$ cat config.mk
export PLATFORM = sky130hd
export DESIGN_NAME = div
export DESIGN_NICKNAME = d
export VERILOG_FILES = /design/src/rtl/div.sv
export SDC_FILE = /design/constraint.sdc
export NUM_CORES = 1
export LEC_CHECK = 0
export BUFFER_PORTS_ARGS = -buffer_cell sky130_fd_sc_hd__buf_2
export CAP_MARGIN = 10
export CORE_ASPECT_RATIO = 1.25
export CORE_MARGIN = 2
export CORE_UTILIZATION = 54
export DETAILED_ROUTE_END_ITERATION = 6
export PLACE_DENSITY = 0.77
export RECOVER_POWER = 100
export SLEW_MARGIN = 30
export SYNTH_ARGS = -nofsm -noshare
export SYNTH_HDL_FRONTEND = slang
export SYNTH_SLANG_ARGS = --single-unit
$ cat constraint.sdc
create_clock -name clk -period 3.21 [get_ports clk]
set_clock_uncertainty 0.15 [all_clocks]
set_input_delay 0.4815 -clock clk [delete_from_list [all_inputs] [get_ports clk]]
set_output_delay 0.4815 -clock clk [all_outputs]
set_load 0.01 [all_outputs]
$ cat src/rtl/div.sv
// Iterative 32-bit restoring divider, one quotient bit per cycle, signed or unsigned.
// Produces {remainder, quotient}; divide-by-zero returns zero after a short path.
module div (
  input  logic        clk,
  input  logic        rst,
  input  logic        signed_div_i,
  input  logic [31:0] opdata1_i,
  input  logic [31:0] opdata2_i,
  input  logic        start_i,
  input  logic        annul_i,
  output logic [63:0] result_o,
  output logic        ready_o
);

  typedef enum logic [1:0] {FREE, BYZERO, ON, END} state_t;

  state_t      r_state, r_state_next;
  logic [5:0]  r_cnt, r_cnt_next;
  logic [64:0] r_dividend, r_dividend_next;
  logic [31:0] r_divisor, r_divisor_next;
  logic        r_neg_q, r_neg_q_next;
  logic        r_neg_r, r_neg_r_next;
  logic        r_ready, r_ready_next;
  logic [63:0] r_result, r_result_next;

  logic [31:0] w_abs1, w_abs2;
  logic [32:0] w_trial;
  logic [31:0] w_quo, w_rem;

  // 0x80000000 negates to itself, which is exactly its unsigned magnitude.
  assign w_abs1 = (signed_div_i && opdata1_i[31]) ? (32'd0 - opdata1_i) : opdata1_i;
  assign w_abs2 = (signed_div_i && opdata2_i[31]) ? (32'd0 - opdata2_i) : opdata2_i;

  assign w_trial = r_dividend[64:32] - {1'b0, r_divisor};
  assign w_quo   = r_neg_q ? (32'd0 - r_dividend[31:0])  : r_dividend[31:0];
  assign w_rem   = r_neg_r ? (32'd0 - r_dividend[64:33]) : r_dividend[64:33];

  always_ff @(posedge clk) begin
    if (rst) begin
      r_state    <= FREE;
      r_cnt      <= 6'd0;
      r_dividend <= 65'd0;
      r_divisor  <= 32'd0;
      r_neg_q    <= 1'b0;
      r_neg_r    <= 1'b0;
      r_ready    <= 1'b0;
      r_result   <= 64'd0;
    end else begin
      r_state    <= r_state_next;
      r_cnt      <= r_cnt_next;
      r_dividend <= r_dividend_next;
      r_divisor  <= r_divisor_next;
      r_neg_q    <= r_neg_q_next;
      r_neg_r    <= r_neg_r_next;
      r_ready    <= r_ready_next;
      r_result   <= r_result_next;
    end
  end

  always_comb begin
    r_state_next    = r_state;
    r_cnt_next      = r_cnt;
    r_dividend_next = r_dividend;
    r_divisor_next  = r_divisor;
    r_neg_q_next    = r_neg_q;
    r_neg_r_next    = r_neg_r;
    r_ready_next    = 1'b0;
    r_result_next   = 64'd0;

    case (r_state)
      FREE: begin
        if (start_i && !annul_i) begin
          r_divisor_next  = w_abs2;
          r_dividend_next = {32'd0, w_abs1, 1'b0};
          r_neg_q_next    = signed_div_i && (opdata1_i[31] ^ opdata2_i[31]);
          r_neg_r_next    = signed_div_i && opdata1_i[31];
          r_cnt_next      = 6'd0;
          r_state_next    = (opdata2_i == 32'd0) ? BYZERO : ON;
        end
      end
      BYZERO: begin
        r_dividend_next = 65'd0;
        r_state_next    = END;
      end
      ON: begin
        if (annul_i) begin
          r_state_next = FREE;
          r_cnt_next   = 6'd0;
        end else if (r_cnt != 6'd32) begin
          r_cnt_next = r_cnt + 6'd1;
          if (w_trial[32])
            r_dividend_next = {r_dividend[63:0], 1'b0};
          else
            r_dividend_next = {w_trial[31:0], r_dividend[31:0], 1'b1};
        end else begin
          // Fix-up is stored back so END can keep re-presenting the same result.
          r_dividend_next = {w_rem, r_dividend[32], w_quo};
          r_state_next    = END;
          r_ready_next    = 1'b1;
          r_result_next   = {w_rem, w_quo};
        end
      end
      END: begin
        if (start_i) begin
          r_ready_next  = 1'b1;
          r_result_next = {r_dividend[64:33], r_dividend[31:0]};
        end else begin
          r_state_next = FREE;
        end
      end
      default: r_state_next = FREE;
    endcase
  end

  assign ready_o  = r_ready;
  assign result_o = r_result;

endmodule
# After elaboration in Yosys (flattened, before gate mapping)
# Index checks and enable logic that the tools add are counted.
[totals]
regBits = 172
latch_bits = 0
mem_bits_rw = 0
mem_bits_ro = 0
input_bits = 69
out_inout_bits = 65
n_memories = 0
[classes]
add_sub_neg = 6
multipliers = 0
div_mod_pow = 0
order_cmp = 0
n_eq_ne = 10
shifts = 0
mux = 27
bitwise = 1
reduce_logical = 14
[ops]
columns = ["cell", "count"]
rows = [
  ["two-way mux 65 bit", 4],
  ["one-hot mux 65 bit (3 select lines)", 1],
  ["two-way mux 64 bit", 3],
  ["two-way mux 32 bit", 4],
  ["one-hot mux 64 bit (2 select lines)", 1],
  ["subtractor 1 x 32 -> 32 bit, first input constant", 4],
  ["subtractor 33 x 32 -> 33 bit", 1],
  ["zero test 32 bit", 1],
  ["two-way mux 6 bit", 3],
  ["one-hot mux 6 bit (2 select lines)", 1],
  ["two-way mux 2 bit", 5],
  ["AND reduction 3 bit", 3],
  ["!= test 2 bit, second input constant", 4],
  ["one-hot mux 2 bit (4 select lines)", 1],
  ["adder 6 x 1 -> 6 bit, second input constant", 1],
  ["!= test 3 bit, second input constant", 2],
  ["!= test 6 bit, second input constant", 1],
  ["equality test 2 bit, second input constant", 2],
  ["logical AND 1 bit", 4],
  ["AND reduction 4 bit", 1],
  ["two-way mux 1 bit", 3],
  ["nonzero test 3 bit", 1],
  ["equality test 2 x 1 -> 1 bit, second input constant", 1],
  ["zero test 2 bit", 1],
  ["5 further kinds", 5],
]

# Logic depth before layout (Yosys ltp)
# Gate-level depths: netlist of run 1.
[logic_depth]
word_depth = 5
mapped_depth = 13
depth_no_buf = 12

# Worst setup path after synthesis of run 1
# Ideal clock, no wire load.
[synth_path]
kind = "flip-flop to flip-flop"
startpoint = "register r_dividend[34]"
endpoint = "register r_dividend[36]"
t_arrival_ns = 2.750
slack_ns = 0.196
path_stages_with_launch = 12
path_buffers = 1
cell_sequence = "dfxtp_1 > ha_1 > nor2b_1 > o31a_1 > o41a_1 > o21ai_1 > o21ai_1 > xor2_1 > buf_2 > mux2i_1 > a21oi_1 > a21o_1"
[synth_via]
elab_chain_len = 5
word_cells_on_any_way = 7
cone_classes = "2 x add/sub; 5 x mux"
[synth_rtl]
columns = ["element", "line_no", "source"]
rows = [
  ["from (decl)", "19", "logic [64:0] r_dividend, r_dividend_next;"],
  ["from (signal assigned)", "51", "r_dividend <= r_dividend_next;"],
  ["subtractor 33 x 32 -> 33 bit or subtractor 1 x 32 -> 32 bit (tied branches)", "34, 36", ""],
  ["two-way mux 65 bit or two-way mux 32 bit (tied branches)", "91, 36", ""],
  ["two-way mux 65 bit (*)", "89", "end else if (r_cnt != 6'd32) begin"],
  ["two-way mux 65 bit (*)", "86", "if (annul_i) begin"],
  ["one-hot mux 65 bit (3 select lines) (*)", "70", "case (r_state)"],
]
# Mark *: on every way between the ends. The rest lies on a longest branch, timed or not. The select of a mux whose other input is x is not followed.
# A chain may end at the register's enable or synchronous reset.

# Worst setup path in the final report of run 1
[layout_path]
startpoint = "register r_divisor[0]"
endpoint = "register r_dividend[36]"
[layout_via]
elab_chain_len = 5
[layout_rtl]
columns = ["element", "line_no", "source"]
rows = [
  ["from (decl)", "20", "logic [31:0] r_divisor, r_divisor_next;"],
  ["from (signal assigned)", "52", "r_divisor <= r_divisor_next;"],
  ["subtractor 33 x 32 -> 33 bit", "34", "assign w_trial = r_dividend[64:32] - {1'b0, r_divisor};"],
  ["two-way mux 65 bit", "91", "if (w_trial[32])"],
  ["two-way mux 65 bit", "89", ""],
  ["two-way mux 65 bit", "86", ""],
  ["one-hot mux 65 bit (3 select lines)", "70", ""],
]
# Every way passes these cells. The select of a mux whose other input is x is not followed.

==> impl_metrics.toml, run 1 <==
[place]
dpl_worst_slack_ns = -0.0992
gp_congestion = 0.965
hpwl_um = 29500
place_inst = 2056
place_area_um2 = 13500
numPortBuffers = 133

[synthesis]
synthArstFlopShare_pct = 0
syn_area_um2 = 12100
synth_cell_type_count = 76
ys_seq_area_share_pct = 28.5
syn_nets = 1781
yosys_most_used_dff = "dfxtp_1"
synth_top_area_cell = "dfxtp_1"
synth.avg_cell_area_um2 = 7.25
synth.top_cell.area_share_pct = 28.5
synthesis.instances = 1669
synth.top_cells.by_count = "232 x nor2_1, 172 x dfxtp_1, 159 x nand2_1"
ys_top_cells_by_area = "dfxtp_1 28%, nor2_1 7.2%, o21ai_0 5.6%"
synth-edff-count = 0
yosysWarnings = 0
synth_seq_cells = 172
synth_most_common_cell = "nor2_1"

[routing]
dr_wl_met2_um = 20100
wl_met3_um = 2020
top_layer = "met4"
drt-total-wl_um = 39900
routed-via-count = 13140
met1_length_um = 14000
drtIter0Drc = 1064
drtAntennaViolNets = 0
post_drt_wl_per_cell_um = 19.1
drc = 0
via_per_inst = 6.28
dr.pass1.iters = 6

[sta]
setup_viol = 0
fin_ws_ns = 0.0881
slew-limit-headroom_pct = 38.1
fmax_ghz = 0.320
worst_slew_pin_slew_ns = 0.925
post-route-min-period_ns = 3.12
hold_viol_final = 0
slew_violations = 0
finalCritPeriodShare_pct = 97.3

[clock_network]
cts_sinks = 172
cts_tree = "yes"
clk_pin_slew_ns = 0.07
cts-root-buf = "clkbuf_16"
clk_latency_ns = 0.45
clk_path_buf_depth = 2
numCtsBuffers = 17
htree_levels = 4

[worst_setup_path]
rr_worst_depth = 12
rrSetupSlack_ns = 0.09
crit_start = "r_divisor[0]$_SDFFE_PP0P_"
reg2reg_to = "r_dividend[36]$_SDFFE_PP0P_"
crit_end = "r_dividend[36]$_SDFFE_PP0P_"
r2r-start = "r_divisor[0]$_SDFFE_PP0P_"
cp_data_arrival_time_ns = 3.32
crit_path_end_kind = "register"
critical_path_required_ns = 3.41
path_class = "register to register"
startpoint_type = "register"
path_max_fanout = 6

[hold_path]
hp-class = "input port to register"
whs_path_depth = 3

[final_layout]
multi_input_area_um2 = 8010
syn2layout_area_growth_pct = 17.0
final-seq-area_um2 = 3440
num-fill-cells = 2103
drive_gt1_share_pct = 13.5
final_cells = 2093
nets = 1909
final_util_pct = 63.9
design_area_um2 = 14100
antennaDiodeCount = 0

[grt]
track_usage_pct = 33.9
overflow = 0
grt_max_degree = 53
antenna_found_initial = 0
first_global_vias = 12504
grt_first_pass_wirelength_um = 62800

[die]
core_area_um2 = 22100
rows = 61
fp.dieH_um = 171
num_io_pins = 134
dieWidth_um = 138
start_util_pct = 54.6
die-area_um2 = 23600

[power_and_ir_drop]
vdd_drop_max_mv = 0.415
p_leak_nw = 5.48
power.total_w = 0.00836
power_density_nw_per_um2 = 591

[flow_run]
maxCapViolCount = 0

[outcome]
status = "complete, no violations"
[how the worst min path moves through the flow]
stage,from,endpoint,slack (ns)
floorplan,r_divisor[27]$_SDFFE_PP0P_,r_divisor[27]$_SDFFE_PP0P_,0.28
global placement,r_divisor[27]$_SDFFE_PP0P_,r_divisor[27]$_SDFFE_PP0P_,0.29
detailed placement,r_divisor[27]$_SDFFE_PP0P_,r_divisor[27]$_SDFFE_PP0P_,0.31
CTS,opdata2_i[0],r_divisor[0]$_SDFFE_PP0P_,0.17
global route,opdata2_i[0],r_divisor[0]$_SDFFE_PP0P_,0.19
finish,opdata2_i[0],r_divisor[0]$_SDFFE_PP0P_,0.17
[cell families (layout without fill, tap and decap cells)]
logic type | Yosys count | after routing | synth area share [%]
AOI/OAI and AO/OA | 526 | 526 | 28.3
xor gates and xnor gates | 119 | 119 | 8.68
adders and majority gates | 43 | 43 | 4.51
buffers and inverters | 197 | 338 | 6.33
DFF | 172 | 172 | 28.5
muxes | 16 | 16 | 1.33
and+or+nand+nor | 596 | 596 | 22.3
[power breakdown]
part           internal [W]  total (W)  switching, W
Clock               0.00110    0.00212       0.00101
Combinational       0.00135    0.00357       0.00222
Sequential          0.00236    0.00267      0.000313
Total               0.00482    0.00836       0.00355
[placed cells by master (no fill, tap or decap), types with 10 or more instances in the layout]
cell type    n
o22ai_1     15
o21a_1      15
ha_1        41
clkbuf_1    72
o211ai_1    10
a31oi_1     10
a311oi_1    10
buf_2       66
a21oi_1    121
nand4_1     13
a21o_1      17
o31ai_1     29
clkbuf_16   19
or3_1       16
nor4_1      10
buf_4       96
dfxtp_1    171
nand2_1    158
or4_1       11
o21ai_0    135
mux2i_1     15
a211oi_1    44
a22oi_1     40
xnor2_1     53
nand3_1     24
nor3_1      72
o41ai_1     10
nor2_1     231
inv_1       60
xor2_1      64
o221ai_1    14
[worst max-delay path: stages (launching register included)]
cell and delay, ns:
dfxtp_1 0.38, ha_2 0.23, fa_2 0.22, nor2b_2 0.05
o31a_1 0.30, o41a_1 0.35, o21ai_2 0.24, o21ai_4 0.12
xor2_4 0.37, buf_12 0.17, mux2i_1 0.17, a21oi_1 0.08
a21o_1 0.18
[through the flow]
| step | setup TNS [ns] | hold slack (ns) |
|---|---|---|
| after floorplan | 0 | 0.282 |
| after global placement | 0 | 0.294 |
| after detailed placement | -0.240 | 0.306 |
| after CTS | 0 | 0.171 |
| after global routing | -0.152 | 0.193 |
| final | 0 | 0.170 |
[metal layers]
| layer | vias to the layer above | GRT usage (%) |
|---|---|---|
| met1 | 6163 | 34.4 |
| met2 | 556 | 60.2 |
| met3 | 206 | 5.33 |
| li1 | 6215 | - |
| met4 | 0 | 28.1 |
| met5 | - | 0 |
[cell type report]
cell class              count  area share (%)
clock buffers              18            3.03
flip-flops and latches    172            24.3
repair buffers            246            10.8
well taps                 283            2.50
inverters                  60            1.59
multi-input cells        1300            56.6
clock inverters            14            1.09
[what timing repair did]
item | CTS | global route
gates cloned | 0 | 2
gates resized for setup | 1 | 17
hold buffers | 0 | 0
setup buffers | 0 | 3
pin swaps | 0 | 5
endpoints found under the setup margin | 1 | 23
[registers in the layout, summed over array words and instances, names as in the netlist]
name        flops
r_neg_r         1
r_state         2
r_divisor      32
r_neg_q         1
r_dividend     65
r_cnt           6
ready_o         1
result_o       64
No activity file was read; power rests on OpenSTA's default activity.
==> run 2: changes to the inputs <==
--- a/config.mk
+++ b/config.mk
@@ -9,9 +9,9 @@
 export CAP_MARGIN = 10
 export CORE_ASPECT_RATIO = 1.25
 export CORE_MARGIN = 2
-export CORE_UTILIZATION = 54
+export CORE_UTILIZATION = 55
 export DETAILED_ROUTE_END_ITERATION = 6
-export PLACE_DENSITY = 0.77
+export PLACE_DENSITY = 0.76
 export RECOVER_POWER = 100
 export SLEW_MARGIN = 30
 export SYNTH_ARGS = -nofsm -noshare
==> constraint.sdc (replaced) <==
create_clock -name clk -period 3.2 [get_ports clk]
set_clock_uncertainty 0.15 [all_clocks]
set_input_delay 0.48 -clock clk [delete_from_list [all_inputs] [get_ports clk]]
set_output_delay 0.48 -clock clk [all_outputs]
set_load 0.01 [all_outputs]
==> run 2 against run 1 <==
Effect of this change:
- the flow now finishes with violations (capacitance limit)
- hold slack improved by 0.030 ns
- power decreased by 0.77%
- non-clock buffer count did not move
- critical path depth decreased by 3
- routed wire length down 3.0%
- via count decreased by 0.85%
- global-route usage decreased by 0.31 points
- fmax is 0.67% higher
- die area shrank 1.8%
- sequential power increased by 1%
- sequential cell count unchanged
- clock power fell by 2%
- critical path type unchanged
==> impl_metrics.toml, run 2 (synthesis gave the netlist of run 1 again) <==
[final_layout]
syn2layout_area_growth_pct = 16.0
largest_reg_flops = 65
final_util_pct = 65.1
nets = 1909
mostFrequentLayoutCells = "232 x nor2_1, 172 x dfxtp_1, 159 x nand2_1, 135 x o21ai_0, 121 x a21oi_1"
design_area_um2 = 14000
regMostFlops = "r_dividend"
layout_commonest_cell = "nor2_1"
antennaDiodeCount = 0
drive_gt1_share_pct = 12.8

[worst_setup_path]
rrSetupSlack_ns = 0.1
critical_path_required_ns = 3.38
crit_path_end_kind = "register"
crit_chain = "or4_1, or4b_4, o41a_1, a21oi_4, and3_1, o21ai_1, o41ai_1, a31oi_1, a221oi_1"
startpoint_type = "register"
crit_slowest_cell = "or4_1"
cp_data_arrival_time_ns = 3.29
max_stage_delay_ns = 0.59
crit_start = "r_dividend[15]$_SDFFE_PP0P_"
path_max_fanout = 8
path_class = "register to register"
r2r-start = "r_dividend[15]$_SDFFE_PP0P_"

[grt]
grt_first_pass_wirelength_um = 61600
track_usage_pct = 33.6
grt_max_degree = 54
first_global_vias = 12416
overflow = 0
antenna_found_initial = 0

[power_and_ir_drop]
vdd_drop_max_mv = 0.390
p_leak_nw = 5.44
power_density_nw_per_um2 = 592

[flow_run]
maxCapViolCount = 1

[outcome]
violations = "capacitance limit"
status = "complete, but fails checks"

[clock_network]
cts-root-buf = "clkbuf_16"
clk_path_buf_depth = 2
numCtsBuffers = 17
clk_pin_slew_ns = 0.08
htree_levels = 4
cts_tree = "yes"
cts_sinks = 172
ctsHoldBuffers = 0
clk_latency_ns = 0.45

[routing]
post_drt_wl_per_cell_um = 18.5
drtAntennaViolNets = 0
routed-via-count = 13028
drt-total-wl_um = 38700
dr.pass1.iters = 6
drc = 0
via_per_inst = 6.24
drtIter0Drc = 1026

[sta]
hold_viol_final = 0
worst_slew_pin_slew_ns = 1.49
post-route-min-period_ns = 3.10
slew-limit-headroom_pct = 0.231
setup_viol = 0
fmax_ghz = 0.322
slew_violations = 0
finalCritPeriodShare_pct = 96.9
fin_hold_ws_ns = 0.200

[hold_path]
hp-start = "opdata2_i[1]"
hp-class = "input port to register"

[die]
dieWidth_um = 137
num_io_pins = 134
die-area_um2 = 23200
core_area_um2 = 21500
start_util_pct = 56.1
fp.dieH_um = 170
rows = 60

[place]
hpwl_um = 29000
gp_congestion = 0.922
place_area_um2 = 13500
numPortBuffers = 133
run 2: cell count changes in the layout (fill, tap and decap cells not counted), moves of 2 or more:
cell       previous run  this run
nor4_2                2         4
clkinv_4              0         2
o21ai_2               2         0
clkbuf_16            19        17
or4_1                11        13
nor4_4                2         0
or4_4                 2         0
run 2: through the flow:
step | total power [W] | worst slack [ns] | std cells | setup TNS (ns)
floorplan | 0.00504 | 0.186 | 1669 | 0
global placement | 0.00613 | 0.00606 | 2055 | 0
detailed placement | 0.00619 | -0.0308 | 2055 | -0.105
CTS | 0.00827 | 0.0273 | 2086 | 0
global route | 0.00874 | -0.0113 | 2088 | -0.0113
finish | 0.00830 | 0.0990 | 2088 | 0
run 2: path summary, 6_finish.rpt:
path | depth (start not counted) | end
max | 9 | r_dividend[31]$_SDFFE_PP0P_
min | 3 | r_divisor[1]$_SDFFE_PP0P_
min reg2reg | 2 | r_divisor[27]$_SDFFE_PP0P_
max reg2reg | 9 | r_dividend[31]$_SDFFE_PP0P_
run 2: per-layer routing:
metal  part of all wire, %  wire length, um  GRT usage [%]  vias up
met1                    36            13800           34.7     6056
met3                   5.0             1950           4.78      182
met4                   8.6             3320           24.5        0
met2                    51            19600           60.9      544
met5                     0                0              0        -
li1                      -                -              -     6246
run 2: what timing repair did:
action,4_1_cts,5_1_grt
cloned,0,0
endpoints found under the setup margin,21,29
resized for setup,2,8
buffers inserted,0,2
pin swaps,0,4
run 2: critical path, delay by kind of cell, from the launching register on:
| family | cells | cell delay (ns) |
|---|---|---|
| simple gates | 3 | 1.28 |
| compound gates | 6 | 1.17 |
| flops | 1 | 0.39 |
run 2: layout make-up:
class,instances,area [um2]
sequential,172,3440
clock inverter,14,155
inverter,60,225
clock buffer,17,425
timing repair buffer,246,1480
multi-input combinational,1300,7950
tap,279,349
fill,1918,7520
run 2: power by group:
part,switching [W],leakage (nW),internal [W]
Sequential,0.000336,1.40,0.00237
Clock,0.000976,0.281,0.00110
Combinational,0.00218,3.76,0.00134
